## config.mk

```make
export PLATFORM = sky130hd
export DESIGN_NAME = real_stim_gen_flat
export DESIGN_NICKNAME = d
export VERILOG_FILES = /design/src/rtl/real_stim_gen_if.sv /design/src/rtl/real_stim_gen.sv /design/src/flat_wrapper.sv
export SDC_FILE = /design/constraint.sdc
export NUM_CORES = 1
export LEC_CHECK = 0
export BUFFER_PORTS_ARGS = -buffer_cell sky130_fd_sc_hd__buf_2
export CAP_MARGIN = 30
export CORE_MARGIN = 4
export CORE_UTILIZATION = 45
export DETAILED_ROUTE_END_ITERATION = 10
export PLACE_DENSITY = 0.67
export SETUP_SLACK_MARGIN = 0.4
export SYNTH_ARGS = -nofsm -noshare
export SYNTH_HDL_FRONTEND = slang
export SYNTH_SLANG_ARGS = --single-unit
```

## constraint.sdc

```tcl
create_clock -name clk -period 6.8 [get_ports clk]
set_input_delay 0.34 -clock clk [delete_from_list [all_inputs] [get_ports clk]]
set_output_delay 0.34 -clock clk [all_outputs]
set_load 0.05 [all_outputs]
```

## src/rtl/real_stim_gen_if.sv

```systemverilog
// Stimulus generator bus: sequence control and programming inputs from the
// controlling side, stimulus level and status back from the generator.
interface real_stim_gen_if #(
  parameter int WIDTH = 18,
  parameter int CNT_W = 16
);
  logic                    start;
  logic                    abort;
  logic signed [WIDTH-1:0] v_init;
  logic signed [WIDTH-1:0] v_final;
  logic        [WIDTH-2:0] step;
  logic        [CNT_W-1:0] delay_cycles;
  logic        [CNT_W-1:0] hold_cycles;
  logic signed [WIDTH-1:0] v_out;
  logic                    busy;
  logic                    ramping;
  logic                    done;

  modport master (
    output start, abort, v_init, v_final, step, delay_cycles, hold_cycles,
    input  v_out, busy, ramping, done
  );

  modport slave (
    input  start, abort, v_init, v_final, step, delay_cycles, hold_cycles,
    output v_out, busy, ramping, done
  );
endinterface

```

## src/rtl/real_stim_gen.sv

```systemverilog
// Programmable fixed-point stimulus source: initial level, delay, bounded
// ramp (or ideal step) to a final level, hold, then a one-cycle done pulse.
// The real value of v_out is v_out * 2**EXPONENT.
module real_stim_gen #(
  parameter int WIDTH    = 18,
  parameter int EXPONENT = -12,
  parameter int CNT_W    = 16
) (
  input  logic           clk,
  input  logic           rst_n,
  real_stim_gen_if.slave bus
);

  typedef enum logic [1:0] {IDLE, DELAY, RAMP, HOLD} state_t;

  state_t                  state, state_nxt;
  logic        [CNT_W-1:0] cnt, cnt_nxt;
  logic signed [WIDTH-1:0] v_out_q, v_out_nxt;
  logic signed [WIDTH-1:0] v_final_q;
  logic        [WIDTH-2:0] step_q;
  logic        [CNT_W-1:0] delay_q, hold_q;
  logic                    busy_q, ramping_q, done_q;
  logic                    busy_nxt, ramping_nxt, done_nxt;
  logic                    accept;
  logic                    ramp_end;
  logic                    up;
  logic signed [WIDTH:0]   cur_ext, fin_ext, step_ext, nxt;
  logic        [31:0]      unused_exponent;

  // EXPONENT only documents the scaling of the words; it carries no logic.
  assign unused_exponent = EXPONENT;

  // A start is taken only from IDLE, and abort always wins over it.
  assign accept = (state == IDLE) && bus.start && !bus.abort;

  // Ramp arithmetic is one bit wider so that v_out +/- step can never wrap.
  assign cur_ext  = {v_out_q[WIDTH-1], v_out_q};
  assign fin_ext  = {v_final_q[WIDTH-1], v_final_q};
  assign step_ext = {2'b00, step_q};
  assign up       = fin_ext > cur_ext;
  assign nxt      = up ? (cur_ext + step_ext) : (cur_ext - step_ext);

  // State, counter, level and registered status flags.
  always_ff @(posedge clk or negedge rst_n) begin
    if (!rst_n) begin
      state     <= IDLE;
      cnt       <= '0;
      v_out_q   <= '0;
      busy_q    <= 1'b0;
      ramping_q <= 1'b0;
      done_q    <= 1'b0;
    end else begin
      state     <= state_nxt;
      cnt       <= cnt_nxt;
      v_out_q   <= v_out_nxt;
      busy_q    <= busy_nxt;
      ramping_q <= ramping_nxt;
      done_q    <= done_nxt;
    end
  end

  // Sequence parameters are captured only when a start is accepted.
  always_ff @(posedge clk or negedge rst_n) begin
    if (!rst_n) begin
      v_final_q <= '0;
      step_q    <= '0;
      delay_q   <= '0;
      hold_q    <= '0;
    end else if (accept) begin
      v_final_q <= bus.v_final;
      step_q    <= bus.step;
      delay_q   <= bus.delay_cycles;
      hold_q    <= bus.hold_cycles;
    end
  end

  // Next state, counter and level; abort overrides everything while busy.
  always_comb begin
    state_nxt = state;
    cnt_nxt   = cnt;
    v_out_nxt = v_out_q;
    ramp_end  = 1'b0;
    case (state)
      IDLE: begin
        if (accept) begin
          v_out_nxt = bus.v_init;
          cnt_nxt   = '0;
          state_nxt = (bus.delay_cycles != '0) ? DELAY : RAMP;
        end
      end
      DELAY: begin
        if (cnt == delay_q - CNT_W'(1)) begin
          state_nxt = RAMP;
          cnt_nxt   = '0;
        end else begin
          cnt_nxt = cnt + CNT_W'(1);
        end
      end
      RAMP: begin
        if ((v_out_q == v_final_q) || (step_q == '0)) begin
          ramp_end = 1'b1;
        end else if (up ? (nxt >= fin_ext) : (nxt <= fin_ext)) begin
          ramp_end = 1'b1;
        end else begin
          v_out_nxt = nxt[WIDTH-1:0];
        end
        if (ramp_end) begin
          v_out_nxt = v_final_q;
          cnt_nxt   = '0;
          state_nxt = (hold_q == '0) ? IDLE : HOLD;
        end
      end
      HOLD: begin
        if (cnt == hold_q - CNT_W'(1)) begin
          state_nxt = IDLE;
          cnt_nxt   = '0;
        end else begin
          cnt_nxt = cnt + CNT_W'(1);
        end
      end
      default: begin
        state_nxt = IDLE;
        cnt_nxt   = '0;
      end
    endcase
    if (bus.abort && (state != IDLE)) begin
      state_nxt = IDLE;
      cnt_nxt   = '0;
      v_out_nxt = v_out_q;
    end
  end

  // Status flags for the coming cycle; done marks a normal, unaborted finish.
  always_comb begin
    busy_nxt    = (state_nxt != IDLE);
    ramping_nxt = (state_nxt == RAMP);
    done_nxt    = ((state == RAMP) || (state == HOLD)) && (state_nxt == IDLE) && !bus.abort;
  end

  assign bus.v_out   = v_out_q;
  assign bus.busy    = busy_q;
  assign bus.ramping = ramping_q;
  assign bus.done    = done_q;

endmodule

```

## src/flat_wrapper.sv

```systemverilog
// flat-port wrapper written by rule: the top's interface ports become plain ports
module real_stim_gen_flat 
#(
  parameter int WIDTH    = 18,
  parameter int EXPONENT = -12,
  parameter int CNT_W    = 16
)
  (clk, rst_n, bus_start, bus_abort, bus_v_init, bus_v_final, bus_step, bus_delay_cycles, bus_hold_cycles, bus_v_out, bus_busy, bus_ramping, bus_done);
  real_stim_gen_if #(.WIDTH(WIDTH), .CNT_W(CNT_W)) bus_i ();
  input  logic clk;
  input  logic rst_n;
  input wire logic [$bits(bus_i.start)-1:0] bus_start;
  input wire logic [$bits(bus_i.abort)-1:0] bus_abort;
  input wire logic [$bits(bus_i.v_init)-1:0] bus_v_init;
  input wire logic [$bits(bus_i.v_final)-1:0] bus_v_final;
  input wire logic [$bits(bus_i.step)-1:0] bus_step;
  input wire logic [$bits(bus_i.delay_cycles)-1:0] bus_delay_cycles;
  input wire logic [$bits(bus_i.hold_cycles)-1:0] bus_hold_cycles;
  output wire logic [$bits(bus_i.v_out)-1:0] bus_v_out;
  output wire logic [$bits(bus_i.busy)-1:0] bus_busy;
  output wire logic [$bits(bus_i.ramping)-1:0] bus_ramping;
  output wire logic [$bits(bus_i.done)-1:0] bus_done;
  assign bus_i.start = bus_start;
  assign bus_i.abort = bus_abort;
  assign bus_i.v_init = bus_v_init;
  assign bus_i.v_final = bus_v_final;
  assign bus_i.step = bus_step;
  assign bus_i.delay_cycles = bus_delay_cycles;
  assign bus_i.hold_cycles = bus_hold_cycles;
  assign bus_v_out = bus_i.v_out;
  assign bus_busy = bus_i.busy;
  assign bus_ramping = bus_i.ramping;
  assign bus_done = bus_i.done;
  real_stim_gen #(.WIDTH(WIDTH), .EXPONENT(EXPONENT), .CNT_W(CNT_W)) u_core (.clk(clk), .rst_n(rst_n), .bus(bus_i));
endmodule
```

# ---- Yosys cells after proc, flatten, opt, wreduce, memory -nomap -nowiden
# Cells that the tools add are included.
dict set report classes {
  n_addsub 5
  magnitude_cmp 3
  n_eq_ne 12
  n_mux 24
  n_bitwise 1
  reduce_logical 18
}
# cell n
set ops {}
lappend ops {{$mux 16} 5}
lappend ops {{$mux 18} 4}
lappend ops {{$pmux 16 s4} 1}
lappend ops {{$pmux 18 s2} 1}
lappend ops {{$eq 16x16->1} 2}
lappend ops {{$sub 16x1->16 const B} 2}
lappend ops {{$add 18x18->19} 1}
lappend ops {{$ge 19x18->1} 1}
lappend ops {{$le 19x18->1} 1}
lappend ops {{$mux 19} 1}
lappend ops {{$sub 18x18->19} 1}
lappend ops {{$eq 18x18->1} 1}
lappend ops {{$gt 18x18->1} 1}
lappend ops {{$logic_not 17->1} 1}
lappend ops {{$add 16x1->16 const B} 1}
lappend ops {{$logic_not 16->1} 1}
lappend ops {{$reduce_bool 16->1} 1}
lappend ops {{$mux 2} 7}
lappend ops {{$pmux 2 s4} 1}
lappend ops {{$eq 2x2->1 const B} 3}
lappend ops {{$ne 3x2->1 const B} 2}
lappend ops {{$ne 3x3->1 const B} 2}
lappend ops {{$reduce_bool 2->1} 3}
lappend ops {{$logic_and 1x1->1} 5}
lappend ops {{other kinds (9)} 14}
dict set report word_totals {
  reg_bits 106
  input_bits 89
  out_inout_bits 21
  word_cells 73
}

# ---- Depth between registers and ports, before layout
# Gate-level depths: netlist (run 1).
dict set report logic_depth {
  word_depth 13
  mapped_depth 34
  ltp_nobuf 30
}

# ---- Least setup slack after synthesis (run 1)
# OpenSTA, ideal clock, no wires.
dict set report synth_path {
  kind {register -> register}
  from {reg u_core.v_out_q[17], in the netlist u_core.bus.v_out[17]}
  to {reg u_core.cnt[5]}
  setup_ns 0.103
  t_arrival_ns 7.183
  required_ns 6.697
  path_slack_ns -0.486
  path_stages_with_launch 33
  path_buffers 2
  synth_period_minus_slack_ns 7.286
  path_cell_list {dfrtp_1 -> inv_1 -> ha_1 -> nand4_1 -> nor4b_1 -> o31ai_1 -> o211ai_1 -> mux2_2 -> and2_1 -> clkbuf_1 -> clkbuf_1 -> nor2_1 -> a21oi_1 -> fa_1 -> a21oi_1 -> o21a_1 -> o21ai_0 -> nand3_1 -> o21a_1 -> o21ai_0 -> a21o_1 -> a21oi_1 -> xnor2_1 -> ha_1 -> and3_1 -> nand4_1 -> nor4_1 -> a221o_1 -> a211oi_1 -> xnor3_1 -> o41ai_1 -> o21ai_0 -> o41ai_2}
}
dict set report synth_via {
  elab_chain_len 9
  word_cells_on_any_way 14
  classes_between {add/sub (2); order compare (3); eq/ne (2); mux (5); reduce/logical (2)}
}
# element line
set synth_rtl {}
lappend synth_rtl {{from (decl)} real_stim_gen.sv:18} ;# logic signed [WIDTH-1:0] v_out_q, v_out_nxt;
lappend synth_rtl {{from (signal assigned)} real_stim_gen.sv:55} ;# v_out_q <= v_out_nxt;
lappend synth_rtl {{$sub 18x18->19 (tied with other cells)} real_stim_gen.sv:41} ;# assign nxt = up ? (cur_ext + step_ext) : (cur_ext - step_ext);
lappend synth_rtl {{$mux 19} real_stim_gen.sv:41}
lappend synth_rtl {{$le 19x18->1 / $ge 19x18->1 (equally long branches)} real_stim_gen.sv:102} ;# end else if (up ? (nxt >= fin_ext) : (nxt <= fin_ext)) begin
lappend synth_rtl {{$mux 1 (2 in a row)} real_stim_gen.sv:102}
lappend synth_rtl {{$mux 1 (*)} real_stim_gen.sv:100} ;# if ((v_out_q == v_final_q) || (step_q == '0)) begin
lappend synth_rtl {{$mux 1 (*)} real_stim_gen.sv:83} ;# case (state)
lappend synth_rtl {{$ne 3x2->1 (no source line) (*)} n/a}
lappend synth_rtl {{$reduce_and 2->1 (no source line) (*)} n/a}
lappend synth_rtl {{to (signal assigned)} real_stim_gen.sv:54} ;# cnt <= cnt_nxt;
lappend synth_rtl {{to (decl)} real_stim_gen.sv:17} ;# logic [CNT_W-1:0] cnt, cnt_nxt;
# Mark *: on every way between the ends. The rest lies on a longest branch, timed or not. The select of a mux whose other input is x is not followed.
# A chain may end at the register's enable or synchronous reset.

# ---- Worst setup path after layout (run 1)
dict set report layout_path {
  from {reg u_core.v_final_q[16]}
  to {reg u_core.cnt[6]}
}
dict set report layout_via {
  elab_chain_len 9
  word_cells_on_any_way 12
  classes_between {order compare (3); eq/ne (2); mux (5); reduce/logical (2)}
}
# element line
set layout_rtl {}
lappend layout_rtl {{from (decl)} real_stim_gen.sv:19} ;# logic signed [WIDTH-1:0] v_final_q;
lappend layout_rtl {{from (signal assigned)} real_stim_gen.sv:70} ;# v_final_q <= bus.v_final;
lappend layout_rtl {{$gt 18x18->1} real_stim_gen.sv:40} ;# assign up = fin_ext > cur_ext;
lappend layout_rtl {{$mux 19} real_stim_gen.sv:41}
lappend layout_rtl {{$le 19x18->1 / $ge 19x18->1 (equally long branches)} real_stim_gen.sv:102}
lappend layout_rtl {{$mux 1 (2 in a row)} real_stim_gen.sv:102}
lappend layout_rtl {{$mux 1 (*)} real_stim_gen.sv:100}
lappend layout_rtl {{$mux 1 (*)} real_stim_gen.sv:83}
lappend layout_rtl {{$ne 3x2->1 (no source line) (*)} n/a}
lappend layout_rtl {{$reduce_and 2->1 (no source line) (*)} n/a}
# Marks and branches as above.

==> impl_summary.log, run 1 <==
INFO  metric insertion_delay = 370 ps
INFO  metric clockRootBuffer = sky130_fd_sc_hd__clkbuf_16
INFO  metric finalSetupViolCount = 0
INFO  metric worst_hold_path_type = in2async
INFO  metric slowest_stage = sky130_fd_sc_hd__o41a_1
INFO  metric synth_area_per_cell = between 8 and 9 um2
INFO  metric synth_area_in_xor_xnor = 8.30%
INFO  metric synth_compound_area_share = 18.4%
INFO  metric period_minus_slack = 6490 ps
INFO  metric row_count = 48
INFO  metric fin_setup_tns = 0 ps
INFO  metric placeableCoreArea = approximately 0.017 mm2
INFO  metric cts_inserted_buffers = 9
INFO  metric first_global_vias = 7010
INFO  metric via_count = 7342
INFO  metric maxSlewHeadroom = 35.4%
INFO  metric async_reset_ff_share = 100%
INFO  metric finalWeightedCongestion = 0.881
INFO  metric synthCells = ~900
INFO  metric cts.hold.buffers_added = 0
INFO  metric hold_slack = 42.8 ps
INFO  metric synth.yosys.seq_area_share = 33.0%
INFO  metric timing_hold_violations_final = 0
INFO  metric antenna_cells_inserted = 0
INFO  metric top_level_ports = 110
INFO  metric synth_simple_gate_area_share = between 10% and 20%
INFO  metric track_usage = between 20 and 25%
INFO  metric syn_area = 0.00805 mm2
INFO  metric num-nets-final = 1187
INFO  metric cp-start-kind = flip-flop
INFO  metric clock_skew = 12.3 ps
INFO  metric fraction_of_final_layout_cells_sized_beyond_drive_strength_1 = 27.3%
INFO  metric fillerInstances = about 1.6k
INFO  metric synth-seq-cells = 106
INFO  metric achievable-frequency = about 150 MHz
INFO  metric required = 7110 ps
INFO  metric largest_stage_delay_on_the_critical_path = 600 ps
INFO  metric drt-initial-drc-count = roughly 440
INFO  metric synth_top_family_by_area = simple AND/OR/NAND/NOR gates
INFO  metric post_route_fraction_of_the_period_consumed_by_the_critical_path = around 95%
INFO  metric worstPathMaxFanout = 8
INFO  metric die_w = between 100 and 150 um
INFO  metric drt-total-wl = 22.4 mm
INFO  metric max_cap_violations = 0
INFO  metric synth_enable_flop_cells = 0
INFO  metric numClockSinks = 106
INFO  metric global_route.overflow_total = 0
INFO  metric final_antenna_net_count = 0
INFO  metric grt_pass1_wl = 35.9 mm
INFO  metric synth.area.mux_share = 6.65%
INFO  metric areaGrowthSynthToFinish = 19.8%
INFO  metric antenna_found_initial = 0
INFO  metric ys.flop_type = sky130_fd_sc_hd__dfrtp_1
INFO  metric status = finished, final reports clean
INFO  metric design.die.area = 0.0201 mm2
INFO  metric port_buffers = 109
INFO  metric cts.clk_slew.worst_paths = 80 ps
INFO  metric detailedRoute.firstPassIterationCount = 5
INFO  metric height_of_the_die = 142 um
INFO  metric drv_slew = 0
INFO  metric end_kind = flip-flop
INFO  metric detail_route.wl_per_cell = about 18 um
INFO  metric ctsHtreeMaxLevel = 3
INFO  metric worst-setup-path-type = reg2reg
INFO  metric yosys.area_share.adder = ~9.7%
INFO  metric initial_core_util = 46.2%
INFO  metric pin_count_of_the_biggest_net_entering_global_routing = 94
INFO  metric yosysWarnings = 0
INFO  metric timing_worst_slew_pin_value = 967 ps
INFO  metric worstPathArrival = 6790 ps
INFO  metric post_drt_via_cell_ratio = around 5.8
INFO  metric detailedPlacementHpwl = 16.6 mm
INFO  metric cts_tree = yes
INFO  metric synth_cell_type_count = slightly below 70
INFO  metric cts-root-to-sink-buffers = 2
INFO  metric drcViolationCount = 0
INFO  metric mappedNetlistNets = between 1k and 1.5k
INFO  metric rsz_0062_raised_after_global_routing = yes
==> path summary, 6_finish.rpt <==
kind,startpoint,to,slack (ps),cells past startpoint
min,rst_n,u_core.hold_q[3]$_DFFE_PN0P_,40,1
max,u_core.v_final_q[16]$_DFFE_PN0P_,u_core.cnt[6]$_DFFE_PN0P_,310,28
max reg2reg,u_core.v_final_q[16]$_DFFE_PN0P_,u_core.cnt[6]$_DFFE_PN0P_,310,28
max in group asynchronous,rst_n,u_core.bus.v_out[1]$_DFFE_PN0P_,5580,2
min in group clk,bus_v_final[14],u_core.v_final_q[14]$_DFFE_PN0P_,180,3
min reg2reg,u_core.delay_q[15]$_DFFE_PN0P_,u_core.delay_q[15]$_DFFE_PN0P_,530,1
==> placed cells by master, fill, tap and decap left out, types with 12 or more instances in the layout <==
| master | instances |
|---|---|
| sky130_fd_sc_hd__a21o_1 | 18 |
| sky130_fd_sc_hd__buf_4 | 47 |
| sky130_fd_sc_hd__nand2_1 | 82 |
| sky130_fd_sc_hd__buf_2 | 108 |
| sky130_fd_sc_hd__nor3_1 | 16 |
| sky130_fd_sc_hd__mux2_2 | 43 |
| sky130_fd_sc_hd__xnor2_1 | 38 |
| sky130_fd_sc_hd__xor2_1 | 31 |
| sky130_fd_sc_hd__inv_1 | 58 |
| sky130_fd_sc_hd__nor4_1 | 17 |
| sky130_fd_sc_hd__nor2_1 | 54 |
| sky130_fd_sc_hd__a211oi_1 | 12 |
| sky130_fd_sc_hd__nand2b_1 | 12 |
| sky130_fd_sc_hd__dfrtp_1 | 91 |
| sky130_fd_sc_hd__nand3_1 | 14 |
| sky130_fd_sc_hd__dfrtp_2 | 15 |
| sky130_fd_sc_hd__o21ai_0 | 52 |
| sky130_fd_sc_hd__o31ai_1 | 19 |
| sky130_fd_sc_hd__ha_1 | 57 |
| sky130_fd_sc_hd__a21oi_1 | 43 |
==> critical path, delay by kind of cell, from the launching register on <==
family	cells	cell delay [ps]
compound gates	12	2540
buf+inv	1	130
fa+ha+maj	3	920
flops	1	440
simple gates	8	1330
xor+xnor	3	700
mux	1	360
==> metal layers <==
metal  vias to the layer above  GRT usage, %  routed length (um)
li1                       3536             -                   -
met1                      3546          29.8               10000
met2                       235          37.1               10700
met3                        25          4.28                1310
met4                         0          4.55                 321
met5                         -             0                   0
==> Yosys cell counts, types with 7 or more instances <==
master / count / share of area (%)
sky130_fd_sc_hd__or4_1: 9 / 0.84
sky130_fd_sc_hd__a211oi_1: 14 / 1.3
sky130_fd_sc_hd__nand3_1: 15 / 0.93
sky130_fd_sc_hd__nor2b_1: 12 / 0.93
sky130_fd_sc_hd__nor2_1: 59 / 2.8
sky130_fd_sc_hd__and3_1: 12 / 0.93
sky130_fd_sc_hd__nor4_1: 18 / 1.4
sky130_fd_sc_hd__a22o_1: 7 / 0.76
sky130_fd_sc_hd__or3_1: 8 / 0.62
sky130_fd_sc_hd__nor3_1: 16 / 0.99
sky130_fd_sc_hd__o21ai_0: 68 / 4.2
sky130_fd_sc_hd__nand4_1: 8 / 0.62
sky130_fd_sc_hd__nand2_1: 83 / 3.9
sky130_fd_sc_hd__a21oi_1: 51 / 3.2
sky130_fd_sc_hd__o41ai_1: 9 / 0.98
sky130_fd_sc_hd__a21o_1: 18 / 1.7
sky130_fd_sc_hd__nor3b_1: 10 / 0.93
sky130_fd_sc_hd__o31ai_1: 19 / 1.8
sky130_fd_sc_hd__nand2b_1: 12 / 0.93
sky130_fd_sc_hd__xor2_1: 32 / 3.5
sky130_fd_sc_hd__dfrtp_1: 106 / 33
sky130_fd_sc_hd__ha_1: 61 / 9.5
sky130_fd_sc_hd__inv_1: 59 / 2.8
sky130_fd_sc_hd__clkbuf_1: 34 / 1.6
sky130_fd_sc_hd__xnor2_1: 39 / 4.2
sky130_fd_sc_hd__mux2_2: 44 / 6.2
==> what timing repair did <==
| item | CTS | global route |
|---|---|---|
| setup endpoints to repair | 39 | 39 |
| gates cloned | 1 | 0 |
| buffers inserted | 16 | 17 |
| gates resized for setup | 23 | 28 |
| pin swaps | 17 | 52 |
==> sequential cells by signal, summed over array words and instances, names as in the netlist <==
register and cells:
u_core.bus.v_out 18, u_core.v_final_q 18, u_core.step_q 17, u_core.cnt 16
u_core.delay_q 16, u_core.hold_q 16, u_core.state 2, u_core.bus.busy 1
u_core.bus.done 1, u_core.bus.ramping 1
==> per-stage QoR <==
stage          setup WS (ps)  area (um2)  std cells  utilization, %
3_5_place_dp            -116        8910       1215            51.1
2_1_floorplan            402        8140        911               -
4_1_cts                  408        9400       1248            54.0
5_1_grt                 46.1        9640       1266            55.4
3_3_place_gp            90.8        8910       1215            51.1
6_report                 312        9640       1266            55.4
==> layout make-up <==
| cell class | count | area [um2] | area share [%] |
|---|---|---|---|
| Timing Repair Buffer | 159 | 972 | 10.1 |
| Inverter | 59 | 221 | 2.30 |
| Clock inverter | 7 | 58.8 | 0.610 |
| Multi-Input combinational cell | 701 | 5210 | 54.1 |
| Tap cell | 225 | 282 | 2.92 |
| Clock buffer | 9 | 225 | 2.34 |
| Sequential cell | 106 | 2670 | 27.7 |
==> logic make-up after synthesis <==
logic type,count (synthesis)
DFF,106
muxes,48
buffers and inverters,105
adders and majority gates,62
and+or+nand+nor,289
xor gates and xnor gates,73
AOI/OAI and AO/OA,228
Power of run 1 is not shown: default switching activity piles up to over one toggle a cycle in this logic, so the estimate is an artifact.
==> run 2: changes to the inputs <==
CAP_MARGIN = unset   (was 30)
PLACE_DENSITY = unset   (was 0.67)
clock period = 6.3 ns   (was 6.8 ns; I/O delays follow)
==> impl_summary.log, run 2 (synthesized netlist as in run 1, its figures left out) <==
INFO  metric required = 6550 ps (-560 ps)
INFO  metric worst_hold_path_type = in2reg
INFO  metric post_drt_via_cell_ratio = 5.54 (-4.5%)
INFO  metric antenna_found_initial = 0 (unchanged)
INFO  metric achievable-frequency = 161 MHz (+4.4%)
INFO  metric top_level_ports = 110 (unchanged)
INFO  metric fillerInstances = 1624 (unchanged)
INFO  metric detail_route.wl_per_cell = 17.1 um (-3.0%)
INFO  metric placeableCoreArea = 0.0174 mm2 (unchanged)
INFO  metric worst-setup-path-type = reg2reg
INFO  metric cts_inserted_buffers = 9 (unchanged)
INFO  metric max_cap_violations = 0 (unchanged)
INFO  metric detailedRoute.firstPassIterationCount = 5 (unchanged)
INFO  metric areaGrowthSynthToFinish = 25.3%
INFO  metric most_common_cell_after_layout_fill_and_taps_aside = sky130_fd_sc_hd__buf_2
INFO  metric worstPathMaxFanout = 17 (+9)
INFO  metric global_route.overflow_total = 0 (unchanged)
INFO  metric ctsHtreeMaxLevel = 3 (unchanged)
INFO  metric timing_worst_slew_pin_value = 1000 ps (+33.3 ps)
INFO  metric status = finished, final reports clean
INFO  metric drt-initial-drc-count = 399 (-8.5%)
INFO  metric end_kind = flip-flop
INFO  metric worstPathArrival = 6460 ps (-330 ps)
INFO  metric final_cell_mix = sky130_fd_sc_hd__buf_2, sky130_fd_sc_hd__dfrtp_1, sky130_fd_sc_hd__nand2_1
INFO  metric die_w = 142 um (unchanged)
INFO  metric port_buffers = 109 (unchanged)
INFO  metric fraction_of_final_layout_cells_sized_beyond_drive_strength_1 = 33.4% (+6.1 points)
INFO  metric height_of_the_die = 142 um (unchanged)
INFO  metric clockRootBuffer = sky130_fd_sc_hd__clkbuf_16
INFO  metric cts_tree = yes
INFO  metric track_usage = 22.0% (-0.075 points)
INFO  metric detailedPlacementHpwl = 16.7 mm (+0.51%)
INFO  metric pin_count_of_the_biggest_net_entering_global_routing = 67 (-29%)
INFO  metric clock_skew = 10.7 ps (-1.54 ps)
INFO  metric initial_core_util = 46.2% (unchanged)
INFO  metric slowest_stage = sky130_fd_sc_hd__or4_4
INFO  metric drcViolationCount = 0 (unchanged)
INFO  metric period_minus_slack = 6210 ps (-276 ps)
INFO  metric grt_pass1_wl = 35.6 mm (-0.69%)
INFO  metric cts-root-to-sink-buffers = 2 (unchanged)
INFO  metric finalCoreUtilization = 57.9% (+2.6 points)
INFO  metric design.die.area = 0.0201 mm2 (unchanged)
INFO  metric insertion_delay = 360 ps (about the same)
INFO  metric rsz_0062_raised_after_global_routing = yes
INFO  metric numClockSinks = 106 (unchanged)
INFO  metric largest_stage_delay_on_the_critical_path = 560 ps (-40 ps)
INFO  metric cp-start-kind = flip-flop
INFO  metric timing_hold_violations_final = 0 (unchanged)
INFO  metric cts.clk_slew.worst_paths = 80 ps (about the same)
INFO  metric finalSetupViolCount = 0 (unchanged)
INFO  metric row_count = 48 (unchanged)
INFO  metric finalWeightedCongestion = 0.856 (-2.8%)
INFO  metric antenna_cells_inserted = 0 (unchanged)
INFO  metric final_antenna_net_count = 0 (unchanged)
INFO  metric drt-total-wl = 22.2 mm (-0.93%)
INFO  metric maxSlewHeadroom = 33.3% (-2.1 points)
INFO  metric post_route_fraction_of_the_period_consumed_by_the_critical_path = 98.6% (+3.2 points)
INFO  metric drv_slew = 0 (unchanged)
INFO  metric num-nets-final = 1214 (+2.3%)
INFO  metric first_global_vias = 6984 (-0.37%)
INFO  metric via_count = 7162 (-2.5%)
run 2: routing by layer:
metal	share of wire, %	global-route usage [%]
met2	51	39.6
met5	0	0
met1	44	27.7
met3	3.8	3.40
met4	1.3	5.15
run 2: metrics by stage:
step	instances	setup WS [ps]	TNS, ps	hold WS, ps	area (um2)
CTS	1282	83.5	0	142	9800
detailed placement	1255	-131	-1180	329	9360
global route	1293	-206	-4900	163	10100
finish	1293	88.3	0	150	10100
global placement	1255	6.83	0	335	9360
floorplan	911	78.7	0	19.4	8330
run 2: repair_timing:
| action | CTS | global route |
|---|---|---|
| setup buffers | 10 | 11 |
| setup endpoints to repair | 39 | 39 |
| hold endpoints to repair | 40 | 0 |
| cloned | 0 | 0 |
| hold buffers | 1 | 0 |
| gates resized for setup | 30 | 57 |
| pin swaps | 33 | 15 |
run 2: path summary, 6_finish.rpt:
check	startpoint	endpoint	slack [ps]	depth (start not counted)
worst max-delay path	u_core.v_final_q[17]$_DFFE_PN0P_	u_core.bus.v_out[2]$_DFFE_PN0P_	90	28
worst min-delay path	bus_v_final[1]	u_core.v_final_q[1]$_DFFE_PN0P_	150	3
worst max register to register	u_core.v_final_q[17]$_DFFE_PN0P_	u_core.bus.v_out[2]$_DFFE_PN0P_	90	28
worst min register to register	u_core.delay_q[15]$_DFFE_PN0P_	u_core.delay_q[15]$_DFFE_PN0P_	530	1
max in group asynchronous	rst_n	u_core.bus.v_out[4]$_DFFE_PN0P_	4570	3
min in group asynchronous	rst_n	u_core.v_final_q[6]$_DFFE_PN0P_	470	2
run 2: final cells by class:
class	count	area, um2	share of cell area (%)
Clock buffer	10	229	2.27
Timing Repair Buffer	187	1200	11.9
Multi-Input combinational cell	700	5430	53.8
Tap cell	225	282	2.79
Clock inverter	6	48.8	0.484
Inverter	59	221	2.20
Sequential cell	106	2670	26.5
run 2: worst max-delay path: cells and delay by family, from the launching register on:
kind,cells,cell delay [ps]
flops,1,410
buf+inv,2,340
simple gates,10,1870
mux,2,610
xor+xnor,2,500
fa+ha+maj,3,840
compound gates,9,1520
Power of run 2 is left out for the same reason.
==> run 3: changes to the inputs <==
RECOVER_POWER = 100   (was unset)
SETUP_SLACK_MARGIN = unset   (was 0.4)
==> impl_summary.log, run 3 (synthesized netlist as in run 1, its figures left out) <==
INFO  metric finalWeightedCongestion = 0.824 (-3.7%)
INFO  metric rsz_0062_raised_after_global_routing = yes
INFO  metric maxSlewHeadroom = -63.7% (-97 points)
INFO  metric hold_path_end = u_core.v_final_q[2]$_DFFE_PN0P_
INFO  metric cts-root-to-sink-buffers = 2 (unchanged)
INFO  metric via_count = 7193 (+0.43%)
INFO  metric finalSetupViolCount = 32 (+32)
INFO  metric timing_worst_slew_pin_value = 2460 ps (+1460 ps)
INFO  metric largest_stage_delay_on_the_critical_path = 540 ps (-20 ps)
INFO  metric worst_hold_startpoint = bus_v_final[2]
INFO  metric clockRootBuffer = sky130_fd_sc_hd__clkbuf_16
INFO  metric fraction_of_final_layout_cells_sized_beyond_drive_strength_1 = 27.8% (-5.6 points)
INFO  metric finalCoreUtilization = 57.3% (-0.64 points)
INFO  metric worst_hold_path_type = in2reg
INFO  metric drt-total-wl = 21.8 mm (-1.7%)
INFO  metric initial_core_util = 46.2% (unchanged)
INFO  metric min_path_cells = 3 (unchanged)
INFO  metric height_of_the_die = 142 um (unchanged)
INFO  metric row_count = 48 (unchanged)
INFO  metric worst-setup-path-type = reg2reg
INFO  metric drt-initial-drc-count = 297 (-26%)
INFO  metric top_level_ports = 110 (unchanged)
INFO  metric max_cap_violations = 4 (+4)
INFO  metric placed_cells_incl_taps = 1280 (+2.0%)
INFO  metric post_drt_via_cell_ratio = 5.49 (-0.87%)
INFO  metric design.die.area = 0.0201 mm2 (unchanged)
INFO  metric antenna_found_initial = 0 (unchanged)
INFO  metric global_route.overflow_total = 0 (unchanged)
INFO  metric first_global_vias = 6945 (-0.56%)
INFO  metric regToRegSetupSlack = -170 ps (-260 ps)
INFO  metric end_of_the_worst_register_to_register_path = u_core.cnt[6]$_DFFE_PN0P_
INFO  metric grt_pass1_wl = 35.0 mm (-1.8%)
INFO  metric end_kind = flip-flop
INFO  metric detailedRoute.firstPassIterationCount = 5 (unchanged)
INFO  metric final_cell_mix = sky130_fd_sc_hd__dfrtp_1, sky130_fd_sc_hd__buf_2, sky130_fd_sc_hd__buf_4
INFO  metric final.setup.worst_slack = -170 ps (-258 ps)
INFO  metric worstPathArrival = 6770 ps (+310 ps)
INFO  metric pin_count_of_the_biggest_net_entering_global_routing = 78 (+16%)
INFO  metric track_usage = 21.7% (-0.35 points)
INFO  metric place_ws = -581 ps (-450 ps)
INFO  metric die_w = 142 um (unchanged)
INFO  metric timing_hold_violations_final = 0 (unchanged)
INFO  metric status = finished with violations
INFO  metric required = 6600 ps (+50 ps)
INFO  metric slowest_stage = sky130_fd_sc_hd__o41a_1
INFO  metric drcViolationCount = 0 (unchanged)
INFO  metric period_minus_slack = 6470 ps (+258 ps)
INFO  metric port_buffers = 109 (unchanged)
INFO  metric violations = capacitance limit, slew limit, setup timing
INFO  metric drv_slew = 205 (+205)
INFO  metric most_common_cell_after_layout_fill_and_taps_aside = sky130_fd_sc_hd__dfrtp_1
INFO  metric ctsHtreeMaxLevel = 3 (unchanged)
INFO  metric cts_inserted_buffers = 9 (unchanged)
INFO  metric timing.critical_path.from = u_core.v_final_q[17]$_DFFE_PN0P_
INFO  metric final_antenna_net_count = 0 (unchanged)
INFO  metric cp-start-kind = flip-flop
INFO  metric stdcell_count = 1310 (+1.3%)
INFO  metric post_route_fraction_of_the_period_consumed_by_the_critical_path = 103% (+4.1 points)
INFO  metric antenna_cells_inserted = 0 (unchanged)
INFO  metric achievable-frequency = 155 MHz (-4.0%)
INFO  metric detailedPlacementHpwl = 16.8 mm (+0.85%)
INFO  metric clock_skew = 9.81 ps (-0.933 ps)
INFO  metric worstPathMaxFanout = 8 (-9)
INFO  metric areaGrowthSynthToFinish = 23.9%
INFO  metric critical_path.reg2reg.startpoint = u_core.v_final_q[17]$_DFFE_PN0P_
INFO  metric reg2reg_depth = 29 (+3.6%)
INFO  metric cts.clk_slew.worst_paths = 80 ps (about the same)
INFO  metric num-nets-final = 1232 (+1.5%)
INFO  metric cts_tree = yes
INFO  metric insertion_delay = 360 ps (about the same)
INFO  metric detail_route.wl_per_cell = 16.6 um (-3.0%)
INFO  metric numClockSinks = 106 (unchanged)
INFO  metric placeableCoreArea = 0.0174 mm2 (unchanged)
run 3: area by class of cell:
cell class	count	area, um2
Clock inverter	5	62.6
Tap cell	225	282
Timing Repair Buffer	204	1280
Multi-Input combinational cell	701	5230
Inverter	59	221
Fill cell	1647	7440
Clock buffer	10	229
Sequential cell	106	2670
run 3: per-layer routing:
| layer | vias up | track usage, % | wire length (um) |
|---|---|---|---|
| met3 | 20 | 3.91 | 952 |
| met4 | 0 | 4.24 | 248 |
| met1 | 3406 | 27.4 | 9540 |
| li1 | 3638 | - | - |
| met2 | 129 | 38.8 | 11000 |
| met5 | - | 0 | 0 |
run 3: worst max-delay path, delay by kind of cell (launching register included):
kind | cells | cell delay, ps
xor gates and xnor gates | 3 | 640
DFF | 1 | 410
muxes | 1 | 350
and+or+nand+nor | 8 | 1410
AOI/OAI and AO/OA | 14 | 2670
adders and majority gates | 3 | 940
run 3: how the worst max path moves through the flow:
stage | slack, ps | to
4_1_cts | -100 | u_core.cnt[2]$_DFFE_PN0P_
3_3_place_gp | -490 | u_core.bus.v_out[14]$_DFFE_PN0P_
3_5_place_dp | -580 | u_core.bus.v_out[5]$_DFFE_PN0P_
2_1_floorplan | 5 | u_core.cnt[5]$_DFFE_PN0P_
6_report | -170 | u_core.cnt[6]$_DFFE_PN0P_
5_1_grt | -520 | u_core.cnt[13]$_DFFE_PN0P_
run 3: per-stage QoR:
step | cell area (um2) | TNS [ps] | hold slack (ps)
final | 9980 | -2910 | 151
after global routing | 9980 | -16340 | 148
after CTS | 9930 | -827 | 147
after detailed placement | 9410 | -19610 | 277
after global placement | 9410 | -15880 | 281
after floorplan | 8170 | 0 | 19.4
run 3: what timing repair did:
action,CTS,global route
setup endpoints to repair,39,39
pin swaps,32,14
hold endpoints to repair,29,0
setup buffers,11,3
hold buffers,1,0
resized for setup,31,13
gates cloned,1,1
Power of run 3 is left out for the same reason.
